File: src/rtl/bus_source_arbiter.sv
// bus_source_arbiter: grants one of NUM_SRC bus source out-enable strobes per
// clock, by either fixed priority or round-robin. The grant index, a valid
// flag and a multi-request conflict flag are all registered. A sticky copy of
// the conflict flag is also kept.
// Optional feature: define BUS_SOURCE_ARBITER_CONFLICT_COUNT_EN to add an
// 8-bit saturating conflict_count output.
//
// Handshake note: there is no valid/ready pair here. src_out is sampled on
// every rising edge unless hold is high. select_valid qualifies select for the
// cycle that follows that edge.
module bus_source_arbiter #(
    parameter int NUM_SRC  = 25,
    parameter int SEL_W    = 5,
    parameter int RR_MODE  = 0,
    parameter int IDLE_SEL = 0
) (
    input  logic               clock,
    input  logic               clear,
    input  logic [NUM_SRC-1:0] src_out,
    input  logic               hold,
    input  logic               clr_conflict,
    output logic [SEL_W-1:0]   select,
    output logic               select_valid,
    output logic               conflict,
`ifdef BUS_SOURCE_ARBITER_CONFLICT_COUNT_EN
    output logic [7:0]         conflict_count,
`endif
    output logic               conflict_sticky
);

    localparam int IDX_W = (NUM_SRC > 1) ? $clog2(NUM_SRC) : 1;

    logic [SEL_W-1:0] rr_ptr;
    logic [SEL_W-1:0] grant_idx;
    logic             grant_found;
    logic             multi_req;
    logic [SEL_W-1:0] ptr_next;
    int               rr_idx;

    // Pick the winning index. The loops descend, so the smallest qualifying
    // position is the last one written and therefore wins.
    always_comb begin
        grant_idx   = SEL_W'(IDLE_SEL);
        grant_found = 1'b0;
        rr_idx      = 0;
        if (RR_MODE == 0) begin
            for (int i = NUM_SRC - 1; i >= 0; i--) begin
                if (src_out[IDX_W'(i)]) begin
                    grant_idx   = SEL_W'(i);
                    grant_found = 1'b1;
                end
            end
        end else begin
            for (int k = NUM_SRC - 1; k >= 0; k--) begin
                rr_idx = (int'(rr_ptr) + k) % NUM_SRC;
                if (src_out[IDX_W'(rr_idx)]) begin
                    grant_idx   = SEL_W'(rr_idx);
                    grant_found = 1'b1;
                end
            end
        end
    end

    // Two or more bits are set exactly when clearing the lowest set bit leaves
    // something behind.
    always_comb begin
        multi_req = |(src_out & (src_out - NUM_SRC'(1)));
    end

    // The next round-robin start is one past the grant, wrapping at the top.
    always_comb begin
        ptr_next = '0;
        if (grant_idx != SEL_W'(NUM_SRC - 1)) begin
            ptr_next = grant_idx + SEL_W'(1);
        end
    end

    // Grant registers. hold freezes the grant, the conflict flag and the pointer.
    always_ff @(posedge clock or negedge clear) begin
        if (!clear) begin
            select       <= SEL_W'(IDLE_SEL);
            select_valid <= 1'b0;
            conflict     <= 1'b0;
            rr_ptr       <= '0;
        end else if (!hold) begin
            select       <= grant_idx;
            select_valid <= grant_found;
            conflict     <= multi_req;
            if ((RR_MODE != 0) && grant_found) begin
                rr_ptr <= ptr_next;
            end
        end
    end

    // Sticky conflict. A new conflict outranks a coincident clear. The clear
    // still acts while the block is held.
    always_ff @(posedge clock or negedge clear) begin
        if (!clear) begin
            conflict_sticky <= 1'b0;
        end else if (!hold && multi_req) begin
            conflict_sticky <= 1'b1;
        end else if (clr_conflict) begin
            conflict_sticky <= 1'b0;
        end
    end

`ifdef BUS_SOURCE_ARBITER_CONFLICT_COUNT_EN
    // Saturating count of conflict cycles. When a clear meets a new conflict,
    // the count restarts at that conflict.
    always_ff @(posedge clock or negedge clear) begin
        if (!clear) begin
            conflict_count <= 8'd0;
        end else if (clr_conflict) begin
            conflict_count <= (!hold && multi_req) ? 8'd1 : 8'd0;
        end else if (!hold && multi_req && (conflict_count != 8'hFF)) begin
            conflict_count <= conflict_count + 8'd1;
        end
    end
`endif

endmodule

File: config.mk
export PLATFORM = sky130hd
export DESIGN_NAME = bus_source_arbiter
export DESIGN_NICKNAME = d
export VERILOG_FILES = /design/src/rtl/bus_source_arbiter.sv
export SDC_FILE = /design/constraint.sdc
export NUM_CORES = 1
export LEC_CHECK = 0
export BUFFER_PORTS_ARGS = -buffer_cell sky130_fd_sc_hd__buf_2
export CAP_MARGIN = 20
export CORE_MARGIN = 2
export CORE_UTILIZATION = 47
export DETAILED_ROUTE_END_ITERATION = 10
export PLACE_DENSITY = 0.92
export RECOVER_POWER = 50
export SLEW_MARGIN = 30
export SYNTH_ARGS = -nofsm -noshare
export SYNTH_HDL_FRONTEND = slang
export SYNTH_SLANG_ARGS = --single-unit
File: constraint.sdc
create_clock -name clock -period 1.6 [get_ports clock]
set_input_delay 0.32 -clock clock [delete_from_list [all_inputs] [get_ports clock]]
set_output_delay 0.32 -clock clock [all_outputs]
set_load 0.01 [all_outputs]
### Word-level counts from Yosys, hierarchy flattened

Index checks and enable logic that the tools add are counted.
W data, S select, Z words.

| storage, ports and cells | value |
|---|---|
| register bits | 8 |
| output and inout bits | 8 |
| word-level logic and storage cells | 44 |
| input port bits | 29 |

| cells by class | value |
|---|---|
| bitwise gates (word level) | 1 |
| $add $sub $neg | 1 |
| reduce and logical (&&, ||, !) cells | 4 |
| mux-type cells | 34 |

Operators by type and width:

| operator | number |
|---|---|
| $mux W5 | 16 |
| $and A25 B25 Y25 | 1 |
| $reduce_or A25 Y1 | 1 |
| $sub A25 B1 Y25 const B | 1 |
| $mux W1 | 18 |
| $reduce_bool A2 Y1 | 1 |
| $logic_and A1 B1 Y1 | 1 |
| $logic_not A1 Y1 | 1 |

### Longest topological paths before layout

Gate-level depths: netlist (run 1).

| logic depth | value |
|---|---|
| word-level depth | 16 |
| mapped depth | 6 |
| depth with buffers taken out | 6 |

### Least setup slack after synthesis (run 1)

Ideal clock, no wire load.

| timing | value |
|---|---|
| path kind | input to register |
| start | in src_out[3] |
| end | reg conflict |
| required time | 1465 ps |
| arrival time | 1757 ps |
| setup time | 135 ps |
| path buffers | 0 |
| stages | 6 |
| slack | -292 ps |
| cell sequence | nor4_4 nand2_4 or4_1 a211o_1 a22oi_2 a31oi_1 |

| between the ends | value |
|---|---|
| longest elaborated chain between the ends | 3 |

Ends and longest elaborated chain:

| item | line | source |
|---|---|---|
| start, declared | 19 | `input logic [NUM_SRC-1:0] src_out,` |
| $sub A25 B1 Y25 | 67 | `multi_req = \|(src_out & (src_out - NUM_SRC'(1)));` |
| $and A25 B25 Y25 (*) | 67 |  |
| $reduce_or A25 Y1 (*) | 67 |  |
| end signal, assigned | 88 | `conflict <= multi_req;` |
| end, declared | 24 | `output logic conflict,` |

Mark *: on every way between the ends. The rest lies on a longest branch, timed or not.
A chain may end at the register's enable or synchronous reset.

### Worst setup path after layout (run 1)

| timing | value |
|---|---|
| start | in src_out[1] |
| end | reg conflict |

Same word-level chain as after synthesis.

==> run metrics, run 1 <==
drt drc 0; htree depth 1; Power Density around 470 nW/um2; First DRT Iteration DRCs 66; Top-Level Pins 37; Critical Path Max Stage Delay between 300 and 400 ps; CTS Sinks 7; minimum clock period 1800 ps; switching power 186 uW; clock network fraction of total power 0.289; syn_nets around 120; number of flops mapped to enable cells by yosys 0; combinational family with the most area after synthesis simple AND/OR/NAND/NOR gates; share of cells above drive strength 1 0.472; largest net degree at the start of global routing 13; Area Growth Syn to Fin 72.9%; Vias/cell ~6.2; count leader, synth nor2_1; CP Cell Sequence buf_8 > nor4_4 > nand2_4 > buf_4 > o31ai_1 > o2111ai_1 > nor4_2 > a31oi_1; run status finished with violations; P_int approximately 390 uW; crit path capture type flop; switching fraction of total power 0.323; CP startpoint src_out[1]; pre-CTS setup slack -474 ps; CTS tree built; Post-Synth XOR/XNOR Area 0; CP Max Fanout 4; first-pass GRT wire length 4440 um; clk_lat worst skew 250 ps; Clk pin slew, worst setup/hold paths 50 ps; Mapped Cells 92; Yosys Warn Count 0; #FFs+latches synth 7; Main synth FF type dfrtp_1; GP Congestion 0.972; routed length per placed instance 16.3 um; Reg power frac 0.330; crit share post-route 1.13; family with the most delay on the worst path simple AND/OR/NAND/NOR gates; Root Buffer Master clkbuf_4; CP Data Required Time between 1500 and 2000 ps; initial core utilization 0.523; Syn Area/Cell 7.67 um2; crit path DAT 1930 ps; Layout Skew 0 ps; Core Util, Final 0.904; P_leak 0.549 nW; vias in the first global route 1021; WHS 365 ps; Die H 42.8 um; FFs w/ async S/R, synth 1.00; Setup-failing EPs final 2; total core area 1350 um2; violated checks setup timing; synth cell count leaders nor2_1, nand2_1, o21ai_0; PortBufs 35; Final Hold Fails 0; Synth Area in Simple Gates 0.356; number of routed nets with antenna violations 0; Die X 42.8 um; All-Layer GR Usage 0.315; RSZ-0062 raised after global routing true; synth unique cells 34; drt pass-1 iters 5; reg-to-reg startpoint select[0]$_DFFE_PN0N_; Comb power frac 0.381; cell with the largest stage delay on the worst path nor4_4; Hold Path Origin hold; Seq/Total Area, Yosys 0.248; die area 1830 um2; Hold Path Class in2reg; Yosys top cell by area dfrtp_1; Max Cap Viol 0; CTS Buf Count 3; worst setup margin -204 ps; WL final 2900 um; Slew Limit Fails 0; Syn Std Cell Area 706 um2; initial antenna violation count 0; peak supply drop around 0.00028 V; Synth top area share 0.248; CP Buf/Inv Count 2; main area contributors after synthesis dfrtp_1, nor2_1, nor4_4, o21ai_0, o31ai_1; fmax approximately 550 MHz; worst setup path class in2reg; post-synthesis compound-gate area fraction 0.333; antenna cells 0; Clock Tree Buf Depth 2; Post-Synth Adder-Cell Area 0.0142; nets@finish 193; post-synthesis mux area share 0; DP HPWL ~1900 um; type of origin of the critical path input pin; vias post-DR 1101; GRT Residual Overflow 0; num rows 13
[worst paths after layout]
path | end | slack (ps) | cells past startpoint
max | conflict$_DFFE_PN0N_ | -200 | 8
min | select_valid$_DFFE_PN0N_ | 360 | 2
max reg2reg | select[0]$_DFFE_PN0N_ | 750 | 2
min reg2reg | select_valid$_DFFE_PN0N_ | 470 | 1
max in group asynchronous | select_valid$_DFFE_PN0N_ | 830 | 2
min in group asynchronous | select[2]$_DFFE_PN0N_ | 490 | 2
[state kept, by name, indices dropped and copies added (netlist names)]
signal and cells:
select 4, conflict 1, conflict_sticky 1, select_valid 1
[per-layer routing]
layer	routed length [um]	global-route usage
met4	170	0.150
met3	276	0.0638
met1	1010	0.365
met5	0	0
met2	1440	0.542
[logic make-up after synthesis]
family	after synthesis
simple gates	43
compound gates	34
flops	7
buf+inv	6
other cells	1
fa+ha+maj	1
[metrics by stage]
stage | setup TNS, ps | power [mW] | cell area, um2 | cells
3_3_place_gp | -835 | 0.375 | 1100 | 169
5_1_grt | -564 | 0.608 | 1220 | 178
3_5_place_dp | -930 | 0.382 | 1100 | 169
4_1_cts | -283 | 0.557 | 1180 | 176
2_1_floorplan | -519 | 0.254 | 706 | 92
6_report | -399 | 0.576 | 1220 | 178
[worst reg2reg max path, cell delays in order, from the launching register on]
cell and delay, ps:
dfrtp_1 390, a21oi_1 220, o41ai_1 120
[layout make-up]
| type | count | area [um2] |
|---|---|---|
| multi-input cells | 79 | 522 |
| repair buffers | 69 | 463 |
| flip-flops and latches | 7 | 175 |
| fillers | 63 | 130 |
| clock buffers | 4 | 26.3 |
| well taps | 15 | 18.8 |
| inverters | 4 | 15.0 |
[cells in the final DEF (no fill, tap or decap), types with 2 or more instances in the layout]
master / n
nor3_1: 4
nor2_1: 12
clkbuf_1: 3
a31oi_1: 3
buf_6: 2
nand2_1: 9
nand2b_1: 2
or3_1: 2
o21ai_0: 8
a21oi_1: 4
nor4_4: 2
buf_4: 33
inv_1: 4
a211oi_1: 3
clkbuf_4: 3
buf_2: 29
nand3b_1: 2
dfrtp_1: 7
buf_8: 2
nor4_2: 2
o41ai_1: 2
o31ai_1: 5
[power groups by stage]
stage	Clock, mW	Combinational, mW	Sequential (mW)
global placement	0	0.184	0.191
floorplan	0	0.0588	0.195
CTS	0.168	0.200	0.188
global route	0.180	0.238	0.190
finish	0.166	0.219	0.190
detailed placement	0	0.191	0.192
[repair_timing]
action                                  in CTS  in global routing
gates cloned                                 0                  0
buffers inserted                             2                  2
pin swaps                                    3                  2
gates resized for setup                      6                  6
hold buffers                                 1                  0
endpoints found under the hold margin        7                  0
endpoints found under the setup margin       2                  2
Power figures use the tool's default switching activity.
==> inputs of run 2 (changes only) <==
--- a/config.mk
+++ b/config.mk
@@ -13,4 +13,5 @@
 export PLACE_DENSITY = 0.92
 export RECOVER_POWER = 50
+export SKIP_CTS_REPAIR_TIMING = 1
 export SLEW_MARGIN = 30
 export SYNTH_ARGS = -nofsm -noshare
==> constraint.sdc (replaced) <==
create_clock -name clock -period 1.6 [get_ports clock]
set_input_delay 0.16 -clock clock [delete_from_list [all_inputs] [get_ports clock]]
set_output_delay 0.16 -clock clock [all_outputs]
set_load 0.01 [all_outputs]
==> run 2 against run 1 <==
The run still ends with setup timing left. Sequential power about the same. Count of clock-buffer cells in the layout unchanged. Routed wire length down 0.72%. First-iteration DRC count up 3.0%. Highest routed layer unchanged. Utilization down 2.5 points. Fmax up 5.5%. Final area down 2.8%. Total power down 1.6%. Combinational power down 4%.
==> run metrics, run 2 (synthesis gave the netlist of run 1 again) <==
Setup-failing EPs final 2 (unchanged); CP Buf/Inv Count 3 (+1); crit path capture type flop; first-pass GRT wire length 3570 um (-20%); share of cells above drive strength 1 0.459 (-0.0133); CTS Buf Count 3 (unchanged); Die X 42.8 um (unchanged); switching power 182 uW (-2.0%); crit path DAT 1830 ps (-100 ps); type of origin of the critical path input pin; GRT Residual Overflow 0 (unchanged); peak supply drop 0.000214 V (-24%); violated checks setup timing; total core area 1350 um2 (unchanged); DP HPWL 1790 um (-3.7%); FF/Latch Area 175 um2 (unchanged); Reg2Reg Setup Slack 720 ps (-30 ps); clock network fraction of total power 0.294 (+0.005); Layout Skew 0 ps (unchanged); Fillers 81 (+29%); Root Buffer Master clkbuf_4; Critical Path Most Common Cell buf_4; htree depth 1 (unchanged); worst setup margin -110 ps (+94.0 ps); num rows 13 (unchanged); Max Cap Viol 0 (unchanged); met3 wire len 273 um (-1.1%); Slew Limit Fails 0 (unchanged); Max Used Layer met4; Final Hold Fails 0 (unchanged); Core Util, Final 0.879 (-0.0250); worst setup path class in2reg; RSZ-0062 raised after global routing true; First DRT Iteration DRCs 68 (+3.0%); Multi-input gate area 522 um2 (unchanged); CP Data Required Time 1720 ps (about the same); Comb power frac 0.372 (-0.009); CP Max Fanout 2 (-2); drt drc 0 (unchanged); max reg flops 4 (unchanged); Area Growth Syn to Fin 68.1%; Reg power frac 0.334 (+0.004); CTS tree built; Hold Path Class in2reg; fmax 585 MHz (+5.5%); GP Congestion 0.957 (-1.5%); drt pass-1 iters 4 (-1); switching fraction of total power 0.322 (-0.00118); largest net degree at the start of global routing 13 (unchanged); largest register by flop count select; Pwr Total 566 uW (-1.6%); nets@finish 189 (-2.1%); Clk pin slew, worst setup/hold paths 50 ps (about the same); number of routed nets with antenna violations 0 (unchanged); met2 routed WL 1440 um (-0.48%); die area 1830 um2 (unchanged); routed length per placed instance 16.5 um (+1.6%); PortBufs 35 (unchanged); All-Layer GR Usage 0.247 (-0.0682); Clock Tree Buf Depth 2 (unchanged); CP Cell Sequence buf_6 > nor4_4 > buf_4 > nand2_1 > buf_4 > o2bb2ai_1 > nand4_1 > nor4_2 > a31oi_1; minimum clock period 1710 ps (-94.0 ps); P_leak 0.529 nW (-3.6%); P_int 384 uW (-1.5%); family with the most delay on the worst path simple AND/OR/NAND/NOR gates; metal1 wirelength 1110 um (+9.7%); vias in the first global route 895 (-12%); vias post-DR 1092 (-0.82%); cell with the largest stage delay on the worst path nor4_4; Top-Level Pins 37 (unchanged); Power Density 477 nW/um2 (+1.2%); crit share post-route 1.07 (-0.0588); initial antenna violation count 0 (unchanged); CTS Sinks 7 (unchanged); most used cells in the layout excluding fill and tap cells buf_2, buf_4, nor2_1, nand2_1, o21ai_0; Critical Path Max Stage Delay 360 ps (about the same); run status finished with violations; antenna cells 0 (unchanged); WL final 2880 um (-0.72%); Vias/cell 6.28 (+1.5%); clk_lat worst skew 250 ps (about the same); initial core utilization 0.523 (unchanged); Die H 42.8 um (unchanged)
-- run 2: cell count changes in the layout (fill, tap and decap cells not counted), sizes merged --
| cell | delta |
|---|---|
| buf | -4 |
-- run 2: worst paths after layout --
check / from / end / cells past startpoint
worst min register to register: select_valid$_DFFE_PN0N_ / select_valid$_DFFE_PN0N_ / 1
worst max register to register: conflict_sticky$_DFFE_PN0P_ / conflict_sticky$_DFFE_PN0P_ / 3
max in group asynchronous: clear / conflict_sticky$_DFFE_PN0P_ / 2
worst min-delay path: hold / select_valid$_DFFE_PN0N_ / 2
min in group asynchronous: clear / select[2]$_DFFE_PN0N_ / 2
worst max-delay path: src_out[3] / conflict_sticky$_DFFE_PN0P_ / 9
-- run 2: final cells by class --
cell class,count,share of cell area
Multi-Input combinational cell,79,0.440
Timing Repair Buffer,65,0.362
Sequential cell,7,0.148
Clock buffer,4,0.0222
Tap cell,15,0.0158
Inverter,4,0.0127
-- run 2: power by group through the flow --
stage / clock network (mW) / logic [mW] / registers, mW
finish: 0.166 / 0.211 / 0.189
global route: 0.175 / 0.227 / 0.189
CTS: 0.163 / 0.186 / 0.189
detailed placement: 0 / 0.185 / 0.192
global placement: 0 / 0.179 / 0.191
floorplan: 0 / 0.0588 / 0.195
-- run 2: through the flow --
| stage | instance area, um2 | setup slack, ps | hold slack, ps | TNS [ps] | instances |
|---|---|---|---|---|---|
| finish | 1190 | -110 | 190 | -189 | 174 |
| global placement | 1080 | -258 | -7.50 | -514 | 166 |
| detailed placement | 1080 | -314 | -1.20 | -626 | 166 |
| global route | 1190 | -170 | 209 | -304 | 174 |
| CTS | 1110 | -67.3 | -266 | -126 | 170 |
| floorplan | 706 | -101 | -136 | -199 | 92 |
-- run 2: worst reg2reg max path, cell delays in order, from the launching register on --
cell	delay, ps
dfrtp_1	340
nand2b_1	80
and2_1	180
a31oi_1	180
-- run 2: per-layer routing --
layer,GRT usage,vias up
met2,0.400,90
met5,0,-
met1,0.319,490
met4,0.106,0
met3,0.0383,14
li1,-,498
==> inputs of run 3 (changes only) <==
Settings changed: BUFFER_PORTS_ARGS -buffer_cell sky130_fd_sc_hd__buf_2 to -buffer_cell sky130_fd_sc_hd__buf_4.
==> run 3 against run 2 <==
Global-route usage rose by 9.4 points. Register-to-register slack better by 30 ps. Largest cell class unchanged. Routed wire length increased by 20%. Highest routed layer unchanged. Fmax is 4.0% higher. Final cell count down 1.1%. The flow still finishes with violations (setup timing). Die area stayed put. Combinational power increased by 14%. Total power is 6.6% higher. Critical path depth fell by 2.
==> run metrics, run 3 (synthesis gave the netlist of run 1 again) <==
run status finished with violations; violated checks setup timing; Clk pin slew, worst setup/hold paths 60 ps (about the same); drt drc 0 (unchanged); htree depth 1 (unchanged); GRT Residual Overflow 0 (unchanged); Max Used Layer met4; DP HPWL 2160 um (+21%); fmax 608 MHz (+4.0%); placed standard-cell area 1160 um2 (+7.4%); drt pass-1 iters 6 (+2); cell with the largest stage delay on the worst path or4_4; metal1 wirelength 1110 um (+0.72%); Power Density 487 nW/um2 (+2.0%); Slew Limit Fails 0 (unchanged); pre-CTS setup slack -375 ps (-60.8 ps); Die X 42.8 um (unchanged); crit path DAT 1770 ps (-60 ps); CP Max Fanout 4 (+2); largest net degree at the start of global routing 13 (unchanged); Final Instance Area 1240 um2 (+4.4%); largest register by flop count select; GP Congestion 0.960 (+0.26%); vias post-DR 1176 (+7.7%); CP Data Required Time 1730 ps (about the same); share of cells above drive strength 1 0.446 (-0.0133); Reg2Reg Setup Slack 750 ps (+30 ps); CP Buf/Inv Count 1 (-2); WL final 3460 um (+20%); CP Cell Sequence buf_8 > nor4_4 > nand2_4 > or4_4 > a211o_1 > a22oi_2 > a31oi_1; most used cells in the layout excluding fill and tap cells buf_4, nor2_1, nand2_1, o21ai_0, dfrtp_1; Area Growth Syn to Fin 75.5%; number of routed nets with antenna violations 0 (unchanged); antenna cells 0 (unchanged); peak supply drop 0.000303 V (+42%); Clock Tree Buf Depth 2 (unchanged); routed length per placed instance 20.1 um (+22%); initial core utilization 0.523 (unchanged); nets@finish 187 (-1.1%); crit path capture type flop; critical path depth 7 (-2); worst reg-to-reg path cell count 3 (unchanged); Max Cap Viol 0 (unchanged); Setup-failing EPs final 2 (unchanged); first-pass GRT wire length 4710 um (+32%); reg-to-reg startpoint conflict_sticky$_DFFE_PN0P_; clk_lat worst skew 270 ps (+20 ps); Final Hold Fails 0 (unchanged); CTS Buf Count 3 (unchanged); met3 wire len 371 um (+36%); CP startpoint src_out[3]; Layout Skew 0 ps (unchanged); family with the most delay on the worst path simple AND/OR/NAND/NOR gates; worst setup margin -44.0 ps (+66.3 ps); type of origin of the critical path input pin; Critical Path Max Stage Delay 440 ps (+80 ps); CTS Sinks 7 (unchanged); Critical Path End conflict_sticky$_DFFE_PN0P_; First DRT Iteration DRCs 96 (+41%); RSZ-0062 raised after global routing true; die area 1830 um2 (unchanged); P_leak 0.542 nW (+2.6%); initial antenna violation count 0 (unchanged); worst r2r dst conflict_sticky$_DFFE_PN0P_; max reg flops 4 (unchanged); All-Layer GR Usage 0.341 (+0.0944); Die H 42.8 um (unchanged); leading cell type in the layout, fill and taps excluded buf_4; num rows 13 (unchanged); minimum clock period 1640 ps (-66.3 ps); vias in the first global route 1096 (+22%); Hold Path Class in2reg; Top-Level Pins 37 (unchanged); worst setup path class in2reg; Root Buffer Master clkbuf_4; PortBufs 35 (unchanged); CTS tree built; crit share post-route 1.03 (-0.0415); Vias/cell 6.84 (+8.9%); met2 routed WL 1680 um (+17%); Pwr Total 603 uW (+6.6%); total core area 1350 um2 (unchanged)
-- run 3: where the power goes --
part	switching, mW	internal (mW)
combinational	0.118	0.122
clock	0.0783	0.0959
sequential	0.00475	0.185
-- run 3: worst register-to-register path, cell delays in order (launching register included) --
cell and delay (ps):
dfrtp_1 340, nand2b_1 100, and2_1 190, a31oi_1 130
-- run 3: through the flow --
step	util	setup TNS [ps]	hold WS (ps)	std cells
global route	0.918	-199	190	172
global placement	0.859	-513	-28.2	165
detailed placement	0.859	-713	-24.8	165
CTS	0.879	-200	-298	169
finish	0.918	-76.1	189	172
floorplan	-	-199	-136	92
-- run 3: layer usage --
layer | track usage | vias up
met5 | 0 | -
met4 | 0.238 | 0
met3 | 0.0426 | 43
met2 | 0.627 | 133
met1 | 0.347 | 514
li1 | - | 486
-- run 3: worst min path at each step --
stage          startpoint                  endpoint  slack [ps]  cells past startpoint
3_3_place_gp        clear     select[0]$_DFFE_PN0N_         -30                      1
5_1_grt              hold  select_valid$_DFFE_PN0N_         190                      2
3_5_place_dp        clear     select[0]$_DFFE_PN0N_         -20                      1
6_report             hold     select[0]$_DFFE_PN0N_         190                      2
2_1_floorplan       clear      conflict$_DFFE_PN0N_        -140                      0
4_1_cts             clear     select[0]$_DFFE_PN0N_        -300                      1
-- run 3: final cells by class --
type	instances	area, um2
sequential	7	175
inverter	4	15.0
clock buffer	4	26.3
fill	55	111
multi-input combinational	79	517
timing repair buffer	63	487
tap	15	18.8
